**src/rtl/mem_pkg.sv**
```systemverilog
// Shared types and constants for the MEM pipeline stage.
package mem_pkg;

  typedef enum logic {IDLE, REQ} state_t;

  localparam logic [3:0] BE_BYTE0  = 4'b0001;
  localparam logic [3:0] BE_WORD   = 4'hF;
  localparam int         TIMEOUT_W = 8;

  // MEM/WB bundle; an all-zero value is a bubble.
  typedef struct packed {
    logic        reg_write;
    logic        mem_to_reg;
    logic [31:0] read_data;
    logic [31:0] result;
    logic [4:0]  rd;
  } wb_t;

  localparam wb_t WB_BUBBLE = '0;

endpackage

```
**src/rtl/mem_byte_lane.sv**
```systemverilog
// Little-endian lane steering: store data/byte enables out, aligned load data in.
module mem_byte_lane
  import mem_pkg::*;
(
  input  logic        word,
  input  logic [1:0]  lane,
  input  logic [31:0] store_data,
  input  logic [31:0] rdata,
  output logic [31:0] wdata,
  output logic [3:0]  be,
  output logic [31:0] load_data
);

  logic [31:0] rdata_shifted;

  assign rdata_shifted = rdata >> {lane, 3'b000};

  // NOTE: every output is assigned on every path, so no latch is inferred.
  always_comb begin
    if (word) begin
      wdata     = store_data;
      be        = BE_WORD;
      load_data = rdata;
    end else begin
      wdata     = {4{store_data[7:0]}};
      be        = BE_BYTE0 << lane;
      load_data = {24'd0, rdata_shifted[7:0]};
    end
  end

endmodule

```
**src/rtl/mem_stage.sv**
```systemverilog
// MEM stage: req/ack data-memory access with timeout, lane alignment and MEM/WB register.
// Optional MEM_MISALIGN_TRAP_EN drops misaligned word accesses with a bus_err pulse.
module mem_stage
  import mem_pkg::*;
#(
  parameter int ACK_TIMEOUT = 255
) (
  input  logic        clock,
  input  logic        reset,
  input  logic        memRead,
  input  logic        memWrite,
  input  logic        word,
  input  logic        regWrite,
  input  logic        memToReg,
  input  logic [31:0] result,
  input  logic [31:0] readData2,
  input  logic [4:0]  rd,
  output logic        stall,
  output logic        dmem_req,
  output logic        dmem_we,
  output logic [31:0] dmem_addr,
  output logic [31:0] dmem_wdata,
  output logic [3:0]  dmem_be,
  input  logic [31:0] dmem_rdata,
  input  logic        dmem_ack,
  output logic        wb_regWrite,
  output logic        wb_memToReg,
  output logic [31:0] wb_readData,
  output logic [31:0] wb_result,
  output logic [4:0]  wb_rd,
  output logic        bus_err
);

  state_t               state;
  logic [TIMEOUT_W-1:0] cnt;
  wb_t                  wb_q;
  wb_t                  pend_q;
  logic                 word_q;

  logic        access, misalign, timeout_hit;
  logic        lane_word;
  logic [1:0]  lane_sel;
  logic [31:0] lane_wdata, lane_ldata;
  logic [3:0]  lane_be;

  assign access = memRead | memWrite;

`ifdef MEM_MISALIGN_TRAP_EN
  assign misalign = word & (result[1:0] != 2'b00);
`else
  assign misalign = 1'b0;
`endif

  // The lane steering sees the live instruction in IDLE and the latched one in REQ.
  assign lane_word = (state == IDLE) ? word : word_q;
  assign lane_sel  = (state == IDLE) ? result[1:0] : pend_q.result[1:0];

  mem_byte_lane u_lane (
    .word       (lane_word),
    .lane       (lane_sel),
    .store_data (readData2),
    .rdata      (dmem_rdata),
    .wdata      (lane_wdata),
    .be         (lane_be),
    .load_data  (lane_ldata)
  );

  assign timeout_hit = (state == REQ) && !dmem_ack &&
                       (cnt == TIMEOUT_W'(ACK_TIMEOUT - 1));

  assign stall = ((state == IDLE) && access && !misalign) ||
                 ((state == REQ) && !dmem_ack && !timeout_hit);

  assign wb_regWrite = wb_q.reg_write;
  assign wb_memToReg = wb_q.mem_to_reg;
  assign wb_readData = wb_q.read_data;
  assign wb_result   = wb_q.result;
  assign wb_rd       = wb_q.rd;

  // NOTE: sequential state uses non-blocking assignments only, so every register
  // samples pre-edge values regardless of statement order.
  always_ff @(posedge clock) begin
    if (reset) begin
      state      <= IDLE;
      cnt        <= '0;
      wb_q       <= WB_BUBBLE;
      pend_q     <= WB_BUBBLE;
      word_q     <= 1'b0;
      dmem_req   <= 1'b0;
      dmem_we    <= 1'b0;
      dmem_addr  <= '0;
      dmem_wdata <= '0;
      dmem_be    <= '0;
      bus_err    <= 1'b0;
    end else begin
      bus_err <= 1'b0;
      case (state)
        IDLE: begin
          if (access && misalign) begin
            wb_q    <= WB_BUBBLE;
            bus_err <= 1'b1;
          end else if (access) begin
            pend_q     <= '{reg_write: regWrite, mem_to_reg: memToReg,
                            read_data: 32'd0, result: result, rd: rd};
            word_q     <= word;
            dmem_req   <= 1'b1;
            dmem_we    <= memWrite;
            dmem_addr  <= {result[31:2], 2'b00};
            dmem_wdata <= lane_wdata;
            dmem_be    <= lane_be;
            cnt        <= '0;
            wb_q       <= WB_BUBBLE;
            state      <= REQ;
          end else begin
            wb_q <= '{reg_write: regWrite, mem_to_reg: memToReg,
                      read_data: 32'd0, result: result, rd: rd};
          end
        end
        REQ: begin
          if (dmem_ack || timeout_hit) begin
            dmem_req   <= 1'b0;
            dmem_we    <= 1'b0;
            dmem_addr  <= '0;
            dmem_wdata <= '0;
            dmem_be    <= '0;
            cnt        <= '0;
            state      <= IDLE;
          end else begin
            cnt <= cnt + TIMEOUT_W'(1);
          end

          if (dmem_ack) begin
            wb_q           <= pend_q;
            wb_q.read_data <= dmem_we ? 32'd0 : lane_ldata;
          end else begin
            wb_q    <= WB_BUBBLE;
            bus_err <= timeout_hit;
          end
        end
        default: state <= IDLE;
      endcase
    end
  end

endmodule

```
**config.mk**
```make
export PLATFORM = sky130hd
export DESIGN_NAME = mem_stage
export DESIGN_NICKNAME = d
export VERILOG_FILES = /design/src/rtl/mem_pkg.sv /design/src/rtl/mem_byte_lane.sv /design/src/rtl/mem_stage.sv
export SDC_FILE = /design/constraint.sdc
export NUM_CORES = 1
export LEC_CHECK = 0
export ABC_AREA = 1
export CORE_ASPECT_RATIO = 0.75
export CORE_UTILIZATION = 30
export CTS_CLUSTER_DIAMETER = 40
export DETAILED_ROUTE_END_ITERATION = 8
export DONT_BUFFER_PORTS = 1
export GPL_TIMING_DRIVEN = 0
export SETUP_SLACK_MARGIN = 0.4
export SKIP_CTS_REPAIR_TIMING = 1
export SLEW_MARGIN = 10
export SYNTH_ARGS = -nofsm -noshare
export SYNTH_HDL_FRONTEND = slang
export SYNTH_SLANG_ARGS = --single-unit
```
**constraint.sdc**
```tcl
create_clock -name clock -period 1.94 [get_ports clock]
set_clock_uncertainty 0.1 [all_clocks]
set_input_delay 0.485 -clock clock [delete_from_list [all_inputs] [get_ports clock]]
set_output_delay 0.485 -clock clock [all_outputs]
set_load 0.02 [all_outputs]
```
**After elaboration in Yosys (flattened, before gate mapping)**

Cells that the tools add are included.

- Add/subtract/negate cells: 1
- Equality and inequality tests: 3
- Shift-type cells: 2
- Muxes and demuxes: 30
- Bitwise gates (word level): 2
- Reduce and logical (&&, ||, !) cells: 10

Operators with widths:

| kind | count |
|---|---|
| 32-bit two-way mux | 6 |
| 71-bit two-way mux | 2 |
| 71-bit one-hot mux with 2 select lines | 1 |
| 32-bit one-hot mux with 2 select lines | 2 |
| 32-bit by 5-bit right shift with 8-bit output | 1 |
| 8-bit two-way mux | 2 |
| 8-bit one-hot mux with 2 select lines | 1 |
| 4-bit two-way mux | 3 |
| 8-bit by 1-bit adder with 8-bit output (second input constant) | 1 |
| 8-bit == test (second input constant) | 1 |
| 1-bit one-hot mux with 2 select lines | 4 |
| 4-bit one-hot mux with 2 select lines | 1 |
| 1-bit two-way mux | 7 |
| 1-bit logical AND | 4 |
| 2-bit AND reduction | 2 |
| 1-bit by 2-bit left shift with 4-bit output (first input constant) | 1 |
| 1-bit logical NOT | 2 |
| 1-bit logical OR | 2 |
| 2-bit two-way mux | 1 |
| 2-bit by 1-bit != test with 1-bit output (second input constant) | 1 |
| 2-bit != test (second input constant) | 1 |
| 1-bit inverter | 1 |
| 1-bit bitwise OR | 1 |

- Register bits after elaboration: 191
- Bits of input ports: 109
- Output and inout bits: 143
- Word-level logic and storage cells: 66

**Logic depth before layout (Yosys ltp)**

Gate-level depths: netlist (run 1).

- Word-level depth: 6
- Gate-level depth with buffers: 11

**Hierarchy**

Synthesis (run 1) repeated with hierarchy kept, for this count alone.

- Cells, all modules: 975
- Area, all modules: 7498.4 um^2

By module, submodules not included:

| module | times used | cells an instance | area each (um^2) | sequential area each (um^2) |
|---|---|---|---|---|
| mem_stage | 1 | 789 | 6675.2 | 3783.6 |
| mem_byte_lane | 1 | 186 | 823.3 | 0.0 |

**Worst setup path after synthesis (run 1)**

OpenSTA, ideal clock, no wires.

- Kind: input port to output port
- Start point: in memWrite
- End point: out stall
- Arrival time: 0.936 ns
- Required time: 1.355 ns
- Setup slack: 0.419 ns
- Stages on the path: 4
- Path buffers: 0
- Cell sequence: nor2_4 > nor2_4 > inv_2 > nand2_1

- Longest elaborated chain between the ends: 3

Ends and longest elaborated chain:

| item | line | text |
|---|---|---|
| start: declaration | mem_stage.sv:11 | `input logic memWrite,` |
| 1-bit bitwise OR | mem_stage.sv:46 | `assign access = memRead \| memWrite;` |
| 1-bit logical AND | mem_stage.sv:71 | `assign stall = ((state == IDLE) && access && !misalign) \|\|` |
| 1-bit logical OR | mem_stage.sv:71 |  |
| end: declaration | mem_stage.sv:18 | `output logic stall,` |

No other way between the ends.

**Worst setup path after layout (run 1)**

- Start point: reg cnt[0]
- End point: out stall

- Longest elaborated chain between the ends: 5

Ends and longest elaborated chain:

| item | line | text |
|---|---|---|
| start: declaration | mem_stage.sv:35 | `logic [TIMEOUT_W-1:0] cnt;` |
| start signal: assignment | mem_stage.sv:129 | `cnt <= cnt + TIMEOUT_W'(1);` |
| 8-bit == test | mem_stage.sv:69 | `(cnt == TIMEOUT_W'(ACK_TIMEOUT - 1));` |
| 1-bit logical AND | mem_stage.sv:68 | `assign timeout_hit = (state == REQ) && !dmem_ack &&` |
| 1-bit logical NOT | mem_stage.sv:72 | `((state == REQ) && !dmem_ack && !timeout_hit);` |
| 1-bit logical AND | mem_stage.sv:72 |  |
| 1-bit logical OR | mem_stage.sv:71 |  |

No other way between the ends.

==> results of run 1 <==
through the flow:
step                      TNS, ns  total power [mW]  hold slack [ns]  setup slack (ns)
final                           0              9.29           0.0436            0.0959
after global routing            0              9.67           0.0228            0.0251
after CTS                  -0.290              8.90          0.00416            -0.290
after detailed placement        0              5.24            0.354           0.00287
after global placement          0              5.23            0.345            0.0104
after floorplan                 0              4.99            0.332             0.419
routing by layer:
metal	track usage [%]	part of all wire, %	vias to the layer above
li1	-	-	2869
met1	21.9	41	2699
met2	26.9	45	280
met3	9.08	13	22
met4	5.03	1.5	0
met5	0	0	-
sequential cells by signal, summed over array words and instances, names as in the netlist:
register / cells
wb_rd: 5
wb_regWrite: 1
wb_readData: 32
word_q: 1
bus_err: 1
dmem_req: 1
dmem_wdata: 32
cnt: 8
dmem_be: 4
state: 1
dmem_we: 1
dmem_addr: 30
wb_memToReg: 1
wb_result: 32
pend_q: 39
logic make-up (layout without fill, tap and decap cells):
| logic type | Yosys count | count (layout) | synth area share, % |
|---|---|---|---|
| and+or+nand+nor | 446 | 446 | 27.5 |
| DFF | 189 | 189 | 55.3 |
| buffers and inverters | 130 | 209 | 8.41 |
| AOI/OAI and AO/OA | 100 | 100 | 8.08 |
| adders and majority gates | 2 | 2 | 0.366 |
| xor gates and xnor gates | 2 | 2 | 0.256 |
| other | 1 | 3 | 0.0548 |
worst min-delay path by stage:
stage                                to  slack (ns)
after floorplan              pend_q[33]        0.33
after global placement       pend_q[33]        0.34
after detailed placement     pend_q[33]        0.35
after CTS                       bus_err       0.004
after global routing      dmem_wdata[7]        0.02
final                     dmem_wdata[7]        0.04
final cells by class:
cell class                 instances  area [um2]
inverter                          85         370
multi-input combinational        552        3000
timing repair buffer              50         669
sequential                       189        3800
clock buffer                      18         439
fill                            2180       12900
buffer                            45         484
tap                              294         368
clock inverter                    11         155
antenna                            1        2.50
power groups by stage:
stage / Combinational [mW] / Sequential (mW) / Clock, mW
2_1_floorplan: 0.542 / 4.45 / 0
3_3_place_gp: 0.733 / 4.50 / 0
3_5_place_dp: 0.744 / 4.50 / 0
4_1_cts: 0.747 / 4.41 / 3.74
5_1_grt: 1.33 / 4.44 / 3.91
6_report: 1.21 / 4.42 / 3.67
placed cells by master, fill, tap and decap left out, drive strengths merged, types with 7 or more instances in the layout:
cell type	instances
inv	88
o22ai	9
nor2	39
a21oi	16
clkbuf	40
o21ai	68
nand2	334
buf	72
nand3	69
dfxtp	189
o32ai	7
synth_stat cells:
cell | count | share of area [%]
nand2_1 | 317 | 17
o22ai_1 | 9 | 0.82
dfxtp_1 | 189 | 55
o21ai_1 | 3 | 0.22
nand3_2 | 1 | 0.15
buf_2 | 24 | 1.8
nand3_1 | 68 | 5.0
nor4_1 | 1 | 0.092
nand2_8 | 1 | 0.29
inv_1 | 78 | 4.3
clkbuf_1 | 9 | 0.49
ha_1 | 2 | 0.37
buf_4 | 7 | 0.77
nor2_4 | 5 | 0.82
nand3b_1 | 1 | 0.11
xor2_1 | 2 | 0.26
nor3_1 | 1 | 0.073
buf_8 | 1 | 0.22
o21ai_0 | 64 | 4.7
or2_2 | 1 | 0.092
buf_6 | 2 | 0.33
o21ai_2 | 1 | 0.13
o32ai_1 | 7 | 0.90
conb_1 | 1 | 0.055
a21oi_4 | 1 | 0.24
a21oi_1 | 15 | 1.1
nor2_2 | 1 | 0.092
nand2_2 | 14 | 1.3
nand2_4 | 2 | 0.33
nor2_1 | 33 | 1.8
inv_4 | 2 | 0.18
buf_1 | 2 | 0.11
inv_2 | 5 | 0.27
critical path, delay by kind of cell, from the launching register on:
kind	cells	cell delay (ns)
flops	1	0.36
simple gates	3	0.26
fa+ha+maj	1	0.13
buf+inv	1	0.07
==> metrics.cfg, run 1 <==
[logic_synthesis]
syn_inst=870
syn_area_um2=6840
syn_area_per_cell_um2=7.86
ys_ff_latch=189
synth_cell_types=33
seq_area_frac_synth_pct=55.3
yosysWarnings=0

[clock_tree]
cts_tree=yes
cts.sinks=189
cts_buffer_depth=2
ctsRootBufferMaster=clkbuf_16
cts_max_level=4
cts.clk_slew.worst_paths_ns=0.08
cts_buffers=17
clock_latency_ns=0.43

[floorplan]
die_x_um=176
die_h_um=133
io_pins=252
initial_core_util_pct=30.8
die_area_um2=23400
rows=47
core-area_um2=22200

[final_layout]
drive_gt1_share_pct=27.7
synthToLayoutAreaGrowth_pct=35.9
stdcell_count=1245
stdcell_area_um2=9300
nets=1051
fin_util_pct=41.8

[setup_path]
crit_path_max_fanout=3
setup.worst_path.class=flop to output port
rr_worst_depth=12
start_kind=flop
critPathArrivalTime_ns=1.26
r2r-start=state
r2r-end=dmem_wdata[13]
endpoint=stall
ff2ff_setup_slack_ns=0.26
cp-end-kind=output port
critical-path-slowest-cell=dfxtp_4
cpPeakStageDelay_ns=0.36
critPathLaunch=cnt[0]
required_ns=1.35
worstPathCellList=inv_4 > ha_4 > nand3_4 > nand2_4 > nand2_4
cp_common_cell=nand2_4

[power_and_ir_drop]
intPower_mw=6.69
powerDensity_nw_per_um2=999
power_frac_seq_pct=47.5
switching_share_pct=27.9
ir_drop_uv=752
netSwitchingPower_mw=2.60
pwr-share-clk_pct=39.5
power_leakage_nw=4.24
comb_power_share_pct=13.0

[route]
wire_per_inst_um=18.0
wirelength_mm=22.4
drc=0
dr.pass1.iters=5
vias=5870
drtIter0Drc=303
viasPerCell=4.71
ant_nets=0

[sta]
fin_crit_sh_pct=95.1
min_period_ns=1.84
relSlewSlack_pct=57.6
finalSetupViolCount=0
rsz0062_at_grt=true
slew_viol_final=0
fmax_ghz=0.542
tightest_slew_ns=0.636
finalHoldViolations=0

[place]
hpwl_mm=14.9
io_buffers=0
gp_congestion=0.885
post_dp_cell_area_um2=7210
numPlacedInstances=1165

[grt]
grt_pass1_vias=5507
grt_pass1_wl_mm=31.4
antenna_found_initial=1
grt_use_total_pct=17.7
overflow=0
grt_max_degree=17

[min_path]
min_path_type=input port to flop
min_from=readData2[7]
whs_path_depth=2

[status]
status=complete, no violations

[job]
max_cap_viol_count=0

Power figures use the tool's default switching activity.
==> run 2, diff against run 1 <==
TNS_END_PERCENT = 30   (was not set)
clock period = 2.04 ns   (was 1.94 ns; I/O delays follow)
==> metrics.cfg, run 2 (same netlist as run 1, synthesis figures left out) <==
[status]
status=complete, no violations  ; unchanged

[final_layout]
layout_common_cells=nand2_1 (313), dfxtp_1 (181), inv_1 (77)  ; was nand2_1 (251), dfxtp_1 (175), inv_1 (75)
nets=1010  ; was 1051
drive_gt1_share_pct=13.5  ; was 27.7%
regMostFlops=pend_q  ; unchanged
largest_register_ffs=39  ; unchanged
synthToLayoutAreaGrowth_pct=16.4  ; was 35.9%
final_common_cell=nand2_1  ; unchanged
stdcell_area_um2=7960  ; was 9300 um2
fillCellCount=2319  ; was 2180

[setup_path]
crit_path_max_fanout=3  ; unchanged
cp-end-kind=output port  ; unchanged
worstPathCellList=inv_4 > ha_4 > nand3_4 > nand2_4 > nand2_4  ; unchanged
critical-path-slowest-cell=dfxtp_2  ; was dfxtp_4
cp_top_family=flip-flops  ; unchanged
cp_common_cell=nand2_4  ; unchanged
critPathBufInv=1  ; unchanged
r2r-start=state  ; unchanged
critPathArrivalTime_ns=1.25  ; was 1.26 ns
cpPeakStageDelay_ns=0.37  ; was 0.36 ns
required_ns=1.43  ; was 1.35 ns
setup.worst_path.class=flop to output port  ; unchanged
critPathLaunch=cnt[0]  ; unchanged
start_kind=flop  ; unchanged

[power_and_ir_drop]
power_leakage_nw=3.67  ; was 4.24 nW
ir_drop_uv=700  ; was 752 uV
power_mw=8.41  ; was 9.29 mW
powerDensity_nw_per_um2=1060  ; was 999 nW/um2

[route]
drtIter0Drc=333  ; was 303
viasPerCell=4.64  ; was 4.71
drc=0  ; unchanged
dr.pass1.iters=4  ; was 5
ant_nets=0  ; unchanged
vias=5585  ; was 5870
wire_per_inst_um=17.0  ; was 18.0 um
wirelength_mm=20.5  ; was 22.4 mm

[clock_tree]
ctsRootBufferMaster=clkbuf_16  ; unchanged
cts_buffer_depth=2  ; unchanged
cts_tree=yes  ; unchanged
cts_buffers=17  ; unchanged
cts.clk_slew.worst_paths_ns=0.07  ; was 0.08 ns
cts_max_level=4  ; unchanged
cts.sinks=189  ; unchanged
clock_latency_ns=0.43  ; about the same

[sta]
rsz0062_at_grt=true  ; unchanged
min_period_ns=1.86
setup_ws_ns=0.175  ; was 0.0959 ns
finalHoldViolations=0  ; unchanged
fmax_ghz=0.536
relSlewSlack_pct=57.6  ; about the same
fin_crit_sh_pct=91.4
slew_viol_final=0  ; unchanged
finalSetupViolCount=0  ; unchanged
tightest_slew_ns=0.637  ; was 0.636 ns

[grt]
use_met1_pct=21.9  ; unchanged
met3_usage_pct=9.08  ; unchanged
grt_max_degree=17  ; unchanged
grt_use_total_pct=17.7  ; unchanged
busiest_layer=met2  ; unchanged
grt_pass1_vias=5507  ; unchanged
antenna_found_initial=1  ; unchanged
use_met2_pct=26.9  ; unchanged
overflow=0  ; unchanged
grt_pass1_wl_mm=31.4  ; unchanged

[place]
hpwl_mm=14.9  ; unchanged
gp_congestion=0.885  ; unchanged
post-place-ws_ns=0.0779  ; was 0.00287 ns
post_dp_cell_area_um2=7210  ; unchanged
io_buffers=0  ; unchanged

[floorplan]
initial_core_util_pct=30.8  ; unchanged
die_x_um=176  ; unchanged
die_h_um=133  ; unchanged
die_area_um2=23400  ; unchanged
rows=47  ; unchanged
io_pins=252  ; unchanged
core-area_um2=22200  ; unchanged

[min_path]
min_path_type=input port to flop  ; unchanged
min_from=dmem_ack  ; was readData2[7]

[job]
max_cap_viol_count=0  ; unchanged

[run 2: cell types whose count changed in the layout (fill, tap and decap cells not counted), sizes merged]
cell,before,now
buf,72,42
clkbuf,40,30
clkinvlp,1,0
inv,88,91
clkinv,4,2
dlygate4sd3,1,0
[run 2: path summary, 6_finish.rpt]
kind	endpoint	slack [ns]	cells past startpoint
hold reg to reg	wb_result[30]	0.37	2
setup reg to reg	wb_readData[19]	0.30	9
setup / recovery	stall	0.18	5
hold / removal	bus_err	0.05	1
[run 2: cell type report]
class	instances	area [um2]	area share (%)
repair buffers	9	80.1	1.01
diodes	1	2.50	0.0314
inverters	85	329	4.13
multi-input cells	552	2520	31.7
plain buffers	45	274	3.44
well taps	294	368	4.62
flip-flops and latches	189	3790	47.7
clock inverters	11	155	1.95
clock buffers	18	439	5.52
[run 2: stage by stage]
step / hold slack [ns] / cells / utilization [%] / TNS, ns
final: 0.0543 / 1204 / 35.8 / 0
after floorplan: 0.332 / 871 / - / 0
after CTS: 0.0292 / 1194 / 35.1 / -0.215
after detailed placement: 0.354 / 1165 / 32.4 / 0
after global routing: 0.0200 / 1204 / 35.8 / 0
after global placement: 0.345 / 1165 / 32.4 / 0
[run 2: layer usage]
metal	routed length, um	vias up
met5	0	-
met4	306	0
met3	2540	18
met2	8910	236
met1	8770	2556
li1	-	2775
[run 2: where the power goes]
part,switching [mW],total [mW],internal [mW]
registers,0.296,4.19,3.90
logic,0.501,0.745,0.245
clock network,1.50,3.47,1.97
total,2.30,8.41,6.11
==> run 3, diff against run 2 <==
CAP_MARGIN = 10   (was not set)
clock period = 1.94 ns   (was 2.04 ns; I/O delays follow)
==> metrics.cfg, run 3 (same netlist as run 1, synthesis figures left out) <==
[final_layout]
final_common_cell=nand2_1  ; unchanged
largest_register_ffs=39  ; unchanged
regMostFlops=pend_q  ; unchanged
drive_gt1_share_pct=18.1  ; was 13.5%
synthToLayoutAreaGrowth_pct=24.5  ; was 16.4%
stdcell_count=1227  ; was 1204
stdcell_area_um2=8520  ; was 7960 um2
layout_common_cells=nand2_1 (295), dfxtp_1 (181), inv_1 (77)  ; was nand2_1 (313), dfxtp_1 (181), inv_1 (77)
nets=1033  ; was 1010

[sta]
tightest_slew_ns=0.631  ; was 0.637 ns
hold_ws_ns=0.0570  ; was 0.0543 ns
slew_viol_final=0  ; unchanged
finalHoldViolations=0  ; unchanged
fin_crit_sh_pct=94.7
fmax_ghz=0.544
rsz0062_at_grt=true  ; unchanged
finalSetupViolCount=0  ; unchanged
relSlewSlack_pct=57.9  ; was 57.6%
min_period_ns=1.84

[clock_tree]
cts_tree=yes  ; unchanged
cts.sinks=189  ; unchanged
cts.clk_slew.worst_paths_ns=0.07  ; about the same
clock_latency_ns=0.43  ; about the same
ctsRootBufferMaster=clkbuf_16  ; unchanged
cts_buffer_depth=2  ; unchanged
cts_max_level=4  ; unchanged
cts_buffers=17  ; unchanged

[setup_path]
cpPeakStageDelay_ns=0.35  ; was 0.37 ns
start_kind=flop  ; unchanged
worstPathCellList=nand2_2 > nor2_4 > nand3_4 > nand2_4 > nand2_4  ; was inv_4 > ha_4 > nand3_4 > nand2_4 > nand2_4
setup.worst_path.class=flop to output port  ; unchanged
crit_path_max_fanout=3  ; unchanged
required_ns=1.35  ; was 1.43 ns
critical-path-slowest-cell=dfxtp_2  ; unchanged
r2r-start=state  ; unchanged
critPathArrivalTime_ns=1.25  ; about the same
cp-end-kind=output port  ; unchanged
cp_common_cell=nand2_4  ; unchanged
r2r-end=wb_regWrite  ; was wb_readData[19]
ff2ff_setup_slack_ns=0.22  ; was 0.30 ns
rr_worst_depth=5  ; was 9

[floorplan]
io_pins=252  ; unchanged
die_h_um=133  ; unchanged
core-area_um2=22200  ; unchanged
initial_core_util_pct=30.8  ; unchanged
rows=47  ; unchanged
die_x_um=176  ; unchanged
die_area_um2=23400  ; unchanged

[min_path]
whs_endpoint=dmem_addr[21]  ; was bus_err
whs_path_depth=2  ; was 1
min_path_type=input port to flop  ; unchanged
min_from=result[21]  ; was dmem_ack

[power_and_ir_drop]
power_leakage_nw=3.93  ; was 3.67 nW
ir_drop_uv=749  ; was 700 uV
powerDensity_nw_per_um2=1060  ; about the same
power_mw=9.02  ; was 8.41 mW

[route]
dr.pass1.iters=4  ; unchanged
wire_per_inst_um=17.4  ; was 17.0 um
drtIter0Drc=305  ; was 333
viasPerCell=4.62  ; was 4.64
vias=5670  ; was 5585
ant_nets=0  ; unchanged
drc=0  ; unchanged
wirelength_mm=21.3  ; was 20.5 mm

[place]
gp_congestion=0.885  ; unchanged
numPlacedInstances=1165  ; unchanged
post_dp_cell_area_um2=7210  ; unchanged
hpwl_mm=14.9  ; unchanged
io_buffers=0  ; unchanged

[grt]
antenna_found_initial=1  ; unchanged
grt_pass1_vias=5507  ; unchanged
grt_max_degree=17  ; unchanged
grt_pass1_wl_mm=31.4  ; unchanged
overflow=0  ; unchanged
grt_use_total_pct=17.7  ; unchanged

[status]
status=complete, no violations  ; unchanged

[job]
max_cap_viol_count=0  ; unchanged

==> run 3: cell types whose count changed in the layout (fill, tap and decap cells not counted), sizes merged <==
cell / delta
clkbuf: +3
buf: +19
dlygate4sd3: +1
==> run 3: through the flow <==
step | setup slack (ns) | TNS (ns) | utilization [%]
floorplan | 0.419 | 0 | -
global placement | 0.0104 | 0 | 32.4
detailed placement | 0.00287 | 0 | 32.4
CTS | -0.290 | -0.290 | 35.1
global route | 0.0276 | 0 | 38.3
finish | 0.103 | 0 | 38.3
==> run 3: final cells by class <==
class | count | area (um2)
well taps | 294 | 368
plain buffers | 45 | 374
diodes | 1 | 2.50
fillers | 2262 | 13700
multi-input cells | 552 | 2660
clock buffers | 18 | 439
repair buffers | 32 | 380
flip-flops and latches | 189 | 3790
clock inverters | 11 | 155
inverters | 85 | 347
==> run 3: worst max path at each step <==
stage / cells after the start / startpoint / slack [ns] / endpoint
after floorplan: 4 / memWrite / 0.42 / stall
after global placement: 7 / memWrite / 0.01 / pend_q[1]
after detailed placement: 7 / memWrite / 0.003 / pend_q[0]
after CTS: 4 / state / -0.29 / stall
after global routing: 5 / cnt[2] / 0.03 / stall
final: 5 / cnt[3] / 0.10 / stall
==> run 3: power by group <==
part	total, mW	internal (mW)	switching (mW)	leakage, nW
sequential	4.41	4.10	0.312	1.55
clock	3.65	2.07	1.58	0.296
combinational	0.965	0.380	0.585	2.08
==> run 3: per-layer routing <==
| layer | global-route usage [%] | wire length (um) | vias to the layer above |
|---|---|---|---|
| met5 | 0 | 0 | - |
| met4 | 5.03 | 304 | 0 |
| met3 | 9.08 | 2480 | 18 |
| met2 | 26.9 | 9230 | 226 |
| met1 | 21.9 | 9280 | 2601 |
| li1 | - | - | 2825 |
==> run 3: worst max-delay path, delay by kind of cell (launching register included) <==
family           cells  cell delay, ns
flip-flops           1            0.35
AND/OR/NAND/NOR      5            0.47
